## config.mk

```make
export PLATFORM = sky130hd
export DESIGN_NAME = fab_clk_rst_sequencer
export DESIGN_NICKNAME = d
export VERILOG_FILES = /design/src/rtl/fab_clk_pkg.sv /design/src/rtl/fab_tick_gen.sv /design/src/rtl/fab_clk_rst_sequencer.sv
export SDC_FILE = /design/constraint.sdc
export NUM_CORES = 1
export LEC_CHECK = 0
export CORE_ASPECT_RATIO = 1.1
export CORE_UTILIZATION = 45
export CTS_BUF_LIST = sky130_fd_sc_hd__clkbuf_4
export DETAILED_ROUTE_END_ITERATION = 10
export GPL_ROUTABILITY_DRIVEN = 0
export MAX_ROUTING_LAYER = met4
export PLACE_DENSITY = 0.67
export SLEW_MARGIN = 25
export SYNTH_ARGS = -nofsm -noshare
export SYNTH_HDL_FRONTEND = slang
export SYNTH_SLANG_ARGS = --single-unit
```

## constraint.sdc

```tcl
create_clock -name clk -period 1.63 [get_ports clk]
set_input_delay 0.326 -clock clk [delete_from_list [all_inputs] [get_ports clk]]
set_output_delay 0.326 -clock clk [all_outputs]
set_load 0.02 [all_outputs]
```

## src/rtl/fab_clk_pkg.sv

```systemverilog
// Shared types and defaults for the fabric clock/reset sequencer.
// Contents: state encoding (WAIT/RELEASE/RUN), default parameter values,
// and a counter-width helper (ceil-log2 with a floor of 1 bit).
package fab_clk_pkg;

  typedef enum logic [1:0] {
    ST_WAIT    = 2'd0,
    ST_RELEASE = 2'd1,
    ST_RUN     = 2'd2
  } state_e;

  localparam int unsigned DEF_STABLE_CYCLES = 1024;
  localparam int unsigned DEF_NUM_DOMAINS   = 3;
  localparam int unsigned DEF_STAGE_GAP     = 16;
  localparam int unsigned DEF_TICK_DIV      = 100;

  // Bits needed for a counter running 0..n-1, never less than one.
  function automatic int unsigned cnt_width(input int unsigned n);
    int unsigned w;
    w = $clog2(n);
    if (w < 1) w = 1;
    return w;
  endfunction

endpackage

```

## src/rtl/fab_tick_gen.sv

```systemverilog
// Clock-enable tick generator for slow-sampling logic.
// Ports:
//   clk  in  fabric clock
//   rst  in  synchronous active-high reset
//   en   in  counting enable; counter clears while low
//   tick out registered one-cycle pulse, first one TICK_DIV cycles after en rises,
//            then every TICK_DIV cycles while en stays high
module fab_tick_gen
  import fab_clk_pkg::*;
#(
  parameter int unsigned TICK_DIV = DEF_TICK_DIV
) (
  input  logic clk,
  input  logic rst,
  input  logic en,
  output logic tick
);

  localparam int unsigned CNT_W = cnt_width(TICK_DIV);
  localparam logic [CNT_W-1:0] CNT_LAST = CNT_W'(TICK_DIV - 1);

  logic [CNT_W-1:0] cnt_q, cnt_d;
  logic             tick_q, tick_d;

  // Count 0..TICK_DIV-1; the wrap edge raises tick for exactly one cycle.
  always_comb begin
    cnt_d  = '0;
    tick_d = 1'b0;
    if (en) begin
      if (cnt_q == CNT_LAST) begin
        cnt_d  = '0;
        tick_d = 1'b1;
      end else begin
        cnt_d = cnt_q + CNT_W'(1);
      end
    end
  end

  always_ff @(posedge clk) begin
    if (rst) begin
      cnt_q  <= '0;
      tick_q <= 1'b0;
    end else begin
      cnt_q  <= cnt_d;
      tick_q <= tick_d;
    end
  end

  assign tick = tick_q;

endmodule

```

## src/rtl/fab_clk_rst_sequencer.sv

```systemverilog
// Fabric clock-domain bring-up sequencer. Waits a fixed settle count (the CCC
// lock is not visible to the fabric by default), then releases per-domain
// resets one by one (bit 0 first), then enters RUN with ready and a periodic tick.
// A software soft-reset request re-runs the whole sequence.
// Optional macro LOCK_MONITOR_EN: synchronise ccc_lock and use it to hold the
// settle count in WAIT and to restart on lock loss in RELEASE/RUN.
// Ports:
//   clk           in  fabric clock (CCC FAB_CLK)
//   rst           in  synchronous active-high reset
//   ccc_lock      in  CCC lock (only used with LOCK_MONITOR_EN)
//   soft_rst_req  in  software re-sequence request (level or pulse)
//   rst_out       out per-domain active-high resets, registered
//   ready         out high in RUN after all domains are released
//   tick          out one-cycle clock-enable pulse every TICK_DIV cycles in RUN
//   state_dbg     out current state encoding
module fab_clk_rst_sequencer
  import fab_clk_pkg::*;
#(
  parameter int unsigned STABLE_CYCLES = DEF_STABLE_CYCLES,
  parameter int unsigned NUM_DOMAINS   = DEF_NUM_DOMAINS,
  parameter int unsigned STAGE_GAP     = DEF_STAGE_GAP,
  parameter int unsigned TICK_DIV      = DEF_TICK_DIV
) (
  input  logic                   clk,
  input  logic                   rst,
  input  logic                   ccc_lock,
  input  logic                   soft_rst_req,
  output logic [NUM_DOMAINS-1:0] rst_out,
  output logic                   ready,
  output logic                   tick,
  output logic [1:0]             state_dbg
);

  localparam int unsigned WAIT_W = cnt_width(STABLE_CYCLES);
  localparam int unsigned GAP_W  = cnt_width(STAGE_GAP);
  localparam int unsigned STG_W  = cnt_width(NUM_DOMAINS);

  localparam logic [WAIT_W-1:0] WAIT_LAST = WAIT_W'(STABLE_CYCLES - 1);
  localparam logic [GAP_W-1:0]  GAP_LAST  = GAP_W'(STAGE_GAP - 1);
  localparam logic [STG_W-1:0]  STG_LAST  = STG_W'(NUM_DOMAINS - 1);

  state_e                 state_q, state_d;
  logic [WAIT_W-1:0]      wait_q, wait_d;
  logic [GAP_W-1:0]       gap_q, gap_d;
  logic [STG_W-1:0]       stg_q, stg_d;
  logic [NUM_DOMAINS-1:0] rst_out_q, rst_out_d;
  logic                   ready_q, ready_d;

  logic lock_ok_c;
  logic lock_lost_c;
  logic restart_c;
  logic tick_en_c;

`ifdef LOCK_MONITOR_EN
  logic [1:0] lock_sync_q;

  // Two-flop synchroniser; lock is assumed absent until proven after reset.
  always_ff @(posedge clk) begin
    if (rst) lock_sync_q <= 2'b00;
    else     lock_sync_q <= {lock_sync_q[0], ccc_lock};
  end

  assign lock_ok_c   = lock_sync_q[1];
  assign lock_lost_c = ~lock_ok_c & ((state_q == ST_RELEASE) | (state_q == ST_RUN));
`else
  logic unused_ccc_lock;
  assign unused_ccc_lock = ccc_lock;
  assign lock_ok_c       = 1'b1;
  assign lock_lost_c     = 1'b0;
`endif

  assign restart_c = soft_rst_req | lock_lost_c;

  // Next-state and output logic.
  always_comb begin
    state_d   = state_q;
    wait_d    = wait_q;
    gap_d     = gap_q;
    stg_d     = stg_q;
    rst_out_d = rst_out_q;
    ready_d   = ready_q;

    if (restart_c) begin
      state_d   = ST_WAIT;
      wait_d    = '0;
      gap_d     = '0;
      stg_d     = '0;
      rst_out_d = '1;
      ready_d   = 1'b0;
    end else begin
      case (state_q)
        ST_WAIT: begin
          gap_d     = '0;
          stg_d     = '0;
          rst_out_d = '1;
          ready_d   = 1'b0;
          if (!lock_ok_c) begin
            wait_d = '0;
          end else if (wait_q == WAIT_LAST) begin
            state_d      = ST_RELEASE;
            wait_d       = '0;
            rst_out_d[0] = 1'b0;
          end else begin
            wait_d = wait_q + WAIT_W'(1);
          end
        end

        ST_RELEASE: begin
          if (gap_q == GAP_LAST) begin
            gap_d = '0;
            if (stg_q == STG_LAST) begin
              // Last domain has had its full gap; domain is now running.
              state_d   = ST_RUN;
              stg_d     = '0;
              rst_out_d = '0;
              ready_d   = 1'b1;
            end else begin
              stg_d     = stg_q + STG_W'(1);
              rst_out_d = rst_out_q & ~(NUM_DOMAINS'(1) << stg_d);
            end
          end else begin
            gap_d = gap_q + GAP_W'(1);
          end
        end

        ST_RUN: begin
          rst_out_d = '0;
          ready_d   = 1'b1;
        end

        // Illegal encoding recovers through WAIT with everything held in reset.
        default: begin
          state_d   = ST_WAIT;
          wait_d    = '0;
          gap_d     = '0;
          stg_d     = '0;
          rst_out_d = '1;
          ready_d   = 1'b0;
        end
      endcase
    end
  end

  always_ff @(posedge clk) begin
    if (rst) begin
      state_q   <= ST_WAIT;
      wait_q    <= '0;
      gap_q     <= '0;
      stg_q     <= '0;
      rst_out_q <= '1;
      ready_q   <= 1'b0;
    end else begin
      state_q   <= state_d;
      wait_q    <= wait_d;
      gap_q     <= gap_d;
      stg_q     <= stg_d;
      rst_out_q <= rst_out_d;
      ready_q   <= ready_d;
    end
  end

  // Enable only while staying in RUN so a restart edge never emits a tick.
  assign tick_en_c = (state_q == ST_RUN) && (state_d == ST_RUN);

  fab_tick_gen #(
    .TICK_DIV(TICK_DIV)
  ) u_tick_gen (
    .clk (clk),
    .rst (rst),
    .en  (tick_en_c),
    .tick(tick)
  );

  assign rst_out   = rst_out_q;
  assign ready     = ready_q;
  assign state_dbg = state_q;

endmodule

```

Yosys cells after proc, flatten, opt, wreduce, memory -nomap -nowiden

Cells that the tools add are included.

Add/sub/neg operators: 4
Equal/unequal tests: 9
Shift-type cells: 1
Multiplexer cells: 20
Bitwise logic cells: 4
Reduce and logical (&&, ||, !) cells: 8

Operators with widths:

| operator              | number |
|---|---|
| $pmux 10 s2           | 1 |
| $mux 2                | 6 |
| $add 10x1->10 const B | 1 |
| $eq 10x10->1 const B  | 1 |
| $mux 10               | 1 |
| $pmux 3 s3            | 1 |
| $pmux 4 s2            | 1 |
| $add 7x1->7 const B   | 1 |
| $eq 7x7->1 const B    | 1 |
| $eq 2x2->1 const B    | 3 |
| $mux 3                | 2 |
| $pmux 2 s3            | 1 |
| $reduce_or 2->1       | 3 |
| $add 4x1->4 const B   | 1 |
| $eq 4x4->1 const B    | 1 |
| $mux 1                | 4 |
| $mux 4                | 1 |
| $ne 2x2->1 const B    | 2 |
| $pmux 2 s2            | 1 |
| $reduce_and 2->1      | 2 |
| $and 3x3->3           | 1 |
| $not 3->3             | 1 |
| $reduce_or 3->1       | 1 |
| $shl 1x2->3 const A   | 1 |
| 6 further kinds       | 7 |

Register bits: 30
Output and inout port bits: 7
Word-level logic and storage cells: 54

Longest topological paths before layout

Word-level depth: 9
Depth in mapped cells: 7
Depth with buffers taken out: 6

Modules after synthesis

From an unflattened synthesis, not the netlist that was laid out.

Cells, all modules: 158
Area, all modules: 1430.1 um^2

By module, submodules not included:

| module                | times used | cells an instance | area an instance (um^2) | sequential area each (um^2) |
|---|---|---|---|---|
| fab_clk_rst_sequencer | 1          | 122               | 1092.3                  | 440.4 |
| fab_tick_gen          | 1          | 36                | 337.8                   | 160.2 |

Worst setup path before layout

OpenSTA, ideal clock, no wires.

Kind: register -> register
Start: reg state_q[0] (netlist: state_dbg[0])
End: reg wait_q[7]
Library setup time: 0.121 ns
Arrival time: 1.671 ns
Data required time: 1.509 ns
Setup slack: -0.162 ns
Cell stages (with the launch flop): 8
Clock period less this slack: 1.792 ns
Path through: dfxtp_1 inv_1 ha_1 buf_6 and4b_1 nand3_1 xnor2_1 nor2b_2

Cells in the longest elaborated chain, start to end: 3
Elaborated cells between the ends (all ways): 5

RTL lines:

| item                                            | line                         | source |
|---|---|---|
| start, declared                                 | fab_clk_rst_sequencer.sv:42  | `state_e state_q, state_d;` |
| start signal, assigned                          | fab_clk_rst_sequencer.sv:153 | `state_q <= state_d;` |
| $eq 2x2->1 / $eq 2x1->1 (equally long branches) | fab_clk_rst_sequencer.sv:91  | `case (state_q)` |
| $reduce_or 2->1 (no source line)                | n/a                          |  |
| $pmux 10 s2                                     | fab_clk_rst_sequencer.sv:91  |  |
| end signal, assigned                            | fab_clk_rst_sequencer.sv:154 | `wait_q <= wait_d;` |
| end, declared                                   | fab_clk_rst_sequencer.sv:43  | `logic [WAIT_W-1:0] wait_q, wait_d;` |

Parallel ways exist; a longest one is shown, timed or not.
A chain may end at the register's enable or synchronous reset.

Worst setup path in the final report

Start: reg rst_out_q[2] (netlist: rst_out[2])
End: out rst_out[2]

RTL lines:

| item                   | line                         | source |
|---|---|---|
| start, declared        | fab_clk_rst_sequencer.sv:46  | `logic [NUM_DOMAINS-1:0] rst_out_q, rst_out_d;` |
| start signal, assigned | fab_clk_rst_sequencer.sv:157 | `rst_out_q <= rst_out_d;` |
| end, declared          | fab_clk_rst_sequencer.sv:28  | `output logic [NUM_DOMAINS-1:0] rst_out,` |

No word-level cell between the ends.

==> flow_metrics.py <==
metrics = {
    "timing": {
        "skew_ps": 10.3,
        "rsz0062_at_grt": "false",
        "slew_headroom_pct": 79.8,
        "period_needed_ps": 1590,
        "worst_slew_pin_slew_ps": 300,
        "fin_hold_ws_ps": 438,
        "drv_slew": 0,
        "min_period_over_period_pct": 97.8,
        "fmax_mhz": 627,
        "setup_viol": 0,
        "hold_violations": 0,
    },
    "final_layout": {
        "final_util_pct": 54.0,
        "n_antenna_cell": 0,
        "area_growth_pct": 13.9,
        "layout-drive-gt1-share_pct": 14.8,
        "nets": 179,
        "n_fill_cell": 296,
        "design_area_um2": 1650,
    },
    "drt": {
        "via_per_inst": 5.45,
        "drc_errors": 0,
        "wl_mm": 2.55,
        "detail-route-antenna-nets": 0,
        "vias": 1107,
        "routedWlPerCell_um": 12.6,
        "firstDrtPassIters": 4,
        "drtIter0Drc": 44,
    },
    "power": {
        "switching_share_pct": 21.9,
        "pwr-share-clk_pct": 35.5,
        "net-switching-power_uw": 259,
        "power_frac_seq_pct": 62.0,
        "p_per_area_nw_per_um2": 718,
        "p_int_uw": 924,
        "pwr-share-comb_pct": 2.5,
        "irDropWorstVdd_mv": 0.431,
        "leakage_uw": 0.000591,
    },
    "hold_path": {
        "hold_depth": 1,
        "min_path_type": "reg -> reg",
        "holdPathEnd": "u_tick_gen.cnt_q[0]",
        "worstHoldStart": "u_tick_gen.cnt_q[0]",
    },
    "synth": {
        "async_reset_ff_share_pct": 0,
        "synth_area_um2": 1450,
        "syn_avg_cell_area_um2": 9.38,
        "synth_cells": 154,
        "synth_top_family_by_area": "simple AND/OR/NAND/NOR gates",
        "synth_cell_types": 43,
        "synth_edf_count": 0,
        "synth-warning-count": 0,
        "synth_xor_area_share_pct": 9.09,
        "synth.yosys.seq_area_share_pct": 41.6,
        "synthesis.nets": 165,
        "synth_compound_area_share_pct": 11.5,
        "yosys.area_share.simple_pct": 27.6,
        "ys.flop_type": "dfxtp_1",
        "synth-adder-area-share_pct": 6.06,
        "synthMuxAreaShare_pct": 1.39,
        "ys_ff_latch": 30,
    },
    "worst_setup_path": {
        "regToRegStartpoint": "state_dbg[0]",
        "reg2reg_slack_ps": 70,
        "crit_path_end_kind": "output port",
        "slowest_stage": "clkdlybuf4s50_1",
        "slowest_delay_ps": 600,
        "cp.buffers_inverters": 1,
        "start_kind": "flop",
        "r2r_end": "wait_q[7]",
        "worstSetupPathType": "reg -> out",
        "worstPathArrival_ps": 1270,
        "path_depth": 1,
        "rr_worst_depth": 6,
        "crit_fanout": 2,
        "required_ps": 1300,
        "worstPathCellList": "clkdlybuf4s50_1",
        "critical-path-top-delay-family": "buffers and inverters",
    },
    "placement": {
        "hpwl_mm": 1.92,
        "port_buffers": 9,
        "place_area_um2": 1590,
    },
    "floorplanning": {
        "core_area_um2": 3050,
        "die_h_um": 61.4,
        "io_pins": 11,
        "fp.dieW_um": 56.0,
        "rows": 21,
        "die_area_um2": 3440,
        "initial_utilization_pct": 47.4,
    },
    "cts": {
        "cts.path.max_buffers": 2,
        "cts-root-buf": "clkbuf_4",
        "cts.clk_slew.worst_paths_ps": 90,
        "ctsHoldBuffers": 0,
        "cts_inserted_buffers": 5,
        "cts_tree": "yes",
        "cts-htree-levels": 2,
        "clk_latency_ps": 330,
        "post_cts_buffers": 0,
        "cts.sinks": 30,
    },
    "global_route": {
        "grt_pass1_vias": 1086,
        "grt_pass1_wl_mm": 4.47,
        "track_usage_pct": 17.9,
        "globalRoute.totalOverflow": 0,
        "grt_max_degree": 12,
        "grt_antenna_before_repair": 0,
    },
    "outcome": {
        "run_status": "finished, final reports clean",
    },
    "job": {
        "maxCapViolCount": 0,
    },
}
cells by family (layout without fill, tap and decap cells):
kind of cell    Yosys count  count (layout)
mux                       2               2
flops                    30              30
simple gates             71              71
xor+xnor                 15              15
compound gates           21              21
buf+inv                   8              23
fa+ha+maj                 7               7
Yosys cell counts (2+ instances only):
cell type	instances	area [um2]
buf_2	2	10.0
nor2b_1	3	18.8
o21ai_0	3	15.0
inv_1	4	15.0
a21oi_1	8	40.0
nand2b_1	3	18.8
nand4_2	2	25.0
xnor2_1	9	78.8
dfxtp_1	30	601
mux2i_1	2	20.0
o211ai_1	2	15.0
and2_1	3	18.8
ha_1	7	87.6
or3_1	2	12.5
nand2_1	9	33.8
nand3_1	7	35.0
and3_1	2	12.5
xor2_1	6	52.6
nor2_1	22	82.6
and4b_1	2	20.0
nor3_1	3	15.0
nand4_1	2	12.5
stage by stage:
| stage | worst slack (ps) | std cells | total power [uW] | TNS, ps |
|---|---|---|---|---|
| 4_1_cts | 8.32 | 203 | 1200 | 0 |
| 2_1_floorplan | 54.5 | 154 | 766 | 0 |
| 3_3_place_gp | 25.5 | 195 | 779 | 0 |
| 6_report | 35.8 | 203 | 1180 | 0 |
| 5_1_grt | 2.22 | 203 | 1230 | 0 |
| 3_5_place_dp | -5.84 | 195 | 781 | -6.12 |
placed cells by master (no fill, tap or decap), types with 2 or more instances in the layout:
| cell | n |
|---|---|
| dfxtp_1 | 28 |
| nor2_1 | 22 |
| nand2_1 | 9 |
| xnor2_1 | 9 |
| a21oi_1 | 8 |
| nand3_1 | 7 |
| xor2_1 | 6 |
| clkbuf_4 | 6 |
| ha_1 | 5 |
| clkdlybuf4s50_1 | 5 |
| and2_1 | 3 |
| nor2b_1 | 3 |
| o21ai_0 | 3 |
| nand2b_1 | 3 |
| nor3_1 | 3 |
| inv_2 | 2 |
| nand4_1 | 2 |
| inv_1 | 2 |
| and3_1 | 2 |
| and4b_1 | 2 |
| nand4_2 | 2 |
| or3_1 | 2 |
| mux2i_1 | 2 |
| o211ai_1 | 2 |
| dlymetal6s2s_1 | 2 |
| dlygate4sd2_1 | 2 |
| buf_4 | 2 |
| dfxtp_4 | 2 |
sequential cells by signal, indices dropped and copies added (netlist names):
register,cells
gap_q,4
u_tick_gen.cnt_q,7
rst_out,3
state_dbg,2
u_tick_gen.tick,1
ready,1
stg_q,2
wait_q,10
power by group through the flow:
stage | logic (uW) | clock network, uW | registers, uW
global placement | 28.7 | 0 | 750
global route | 33.1 | 464 | 734
detailed placement | 30.0 | 0 | 751
finish | 29.7 | 419 | 733
CTS | 30.4 | 436 | 733
floorplan | 16.1 | 0 | 750
how the worst max path moves through the flow:
stage,from,end,slack [ps]
floorplan,state_dbg[0],wait_q[7],50
global placement,soft_rst_req,u_tick_gen.cnt_q[2],30
detailed placement,soft_rst_req,u_tick_gen.cnt_q[3],-6
CTS,rst_out[0],rst_out[0],8
global route,state_dbg[1],wait_q[7],2
finish,rst_out[2],rst_out[2],40
layout make-up:
type                            instances  area, um2  area share, %
Inverter                                4       15.0          0.912
Sequential cell                        30        608           36.9
Clock inverter                          2       8.76          0.532
Timing Repair Buffer                   11        108           6.53
Tap cell                               34       42.5           2.58
Clock buffer                            6       45.0           2.74
Multi-Input combinational cell        116        820           49.8
layer usage:
| layer | share of wire (%) | global-route usage, % | vias up |
|---|---|---|---|
| met5 | 0 | - | - |
| met4 | 2.9 | 9.06 | 0 |
| met3 | 3.2 | 5.88 | 6 |
| met2 | 51 | 32.0 | 8 |
| met1 | 43 | 17.8 | 528 |
| li1 | - | - | 565 |
what timing repair did:
item,CTS,global route
pin swaps,0,0
setup endpoints to repair,2,3
gates resized for setup,2,3
No activity file was read; power rests on OpenSTA's default activity.
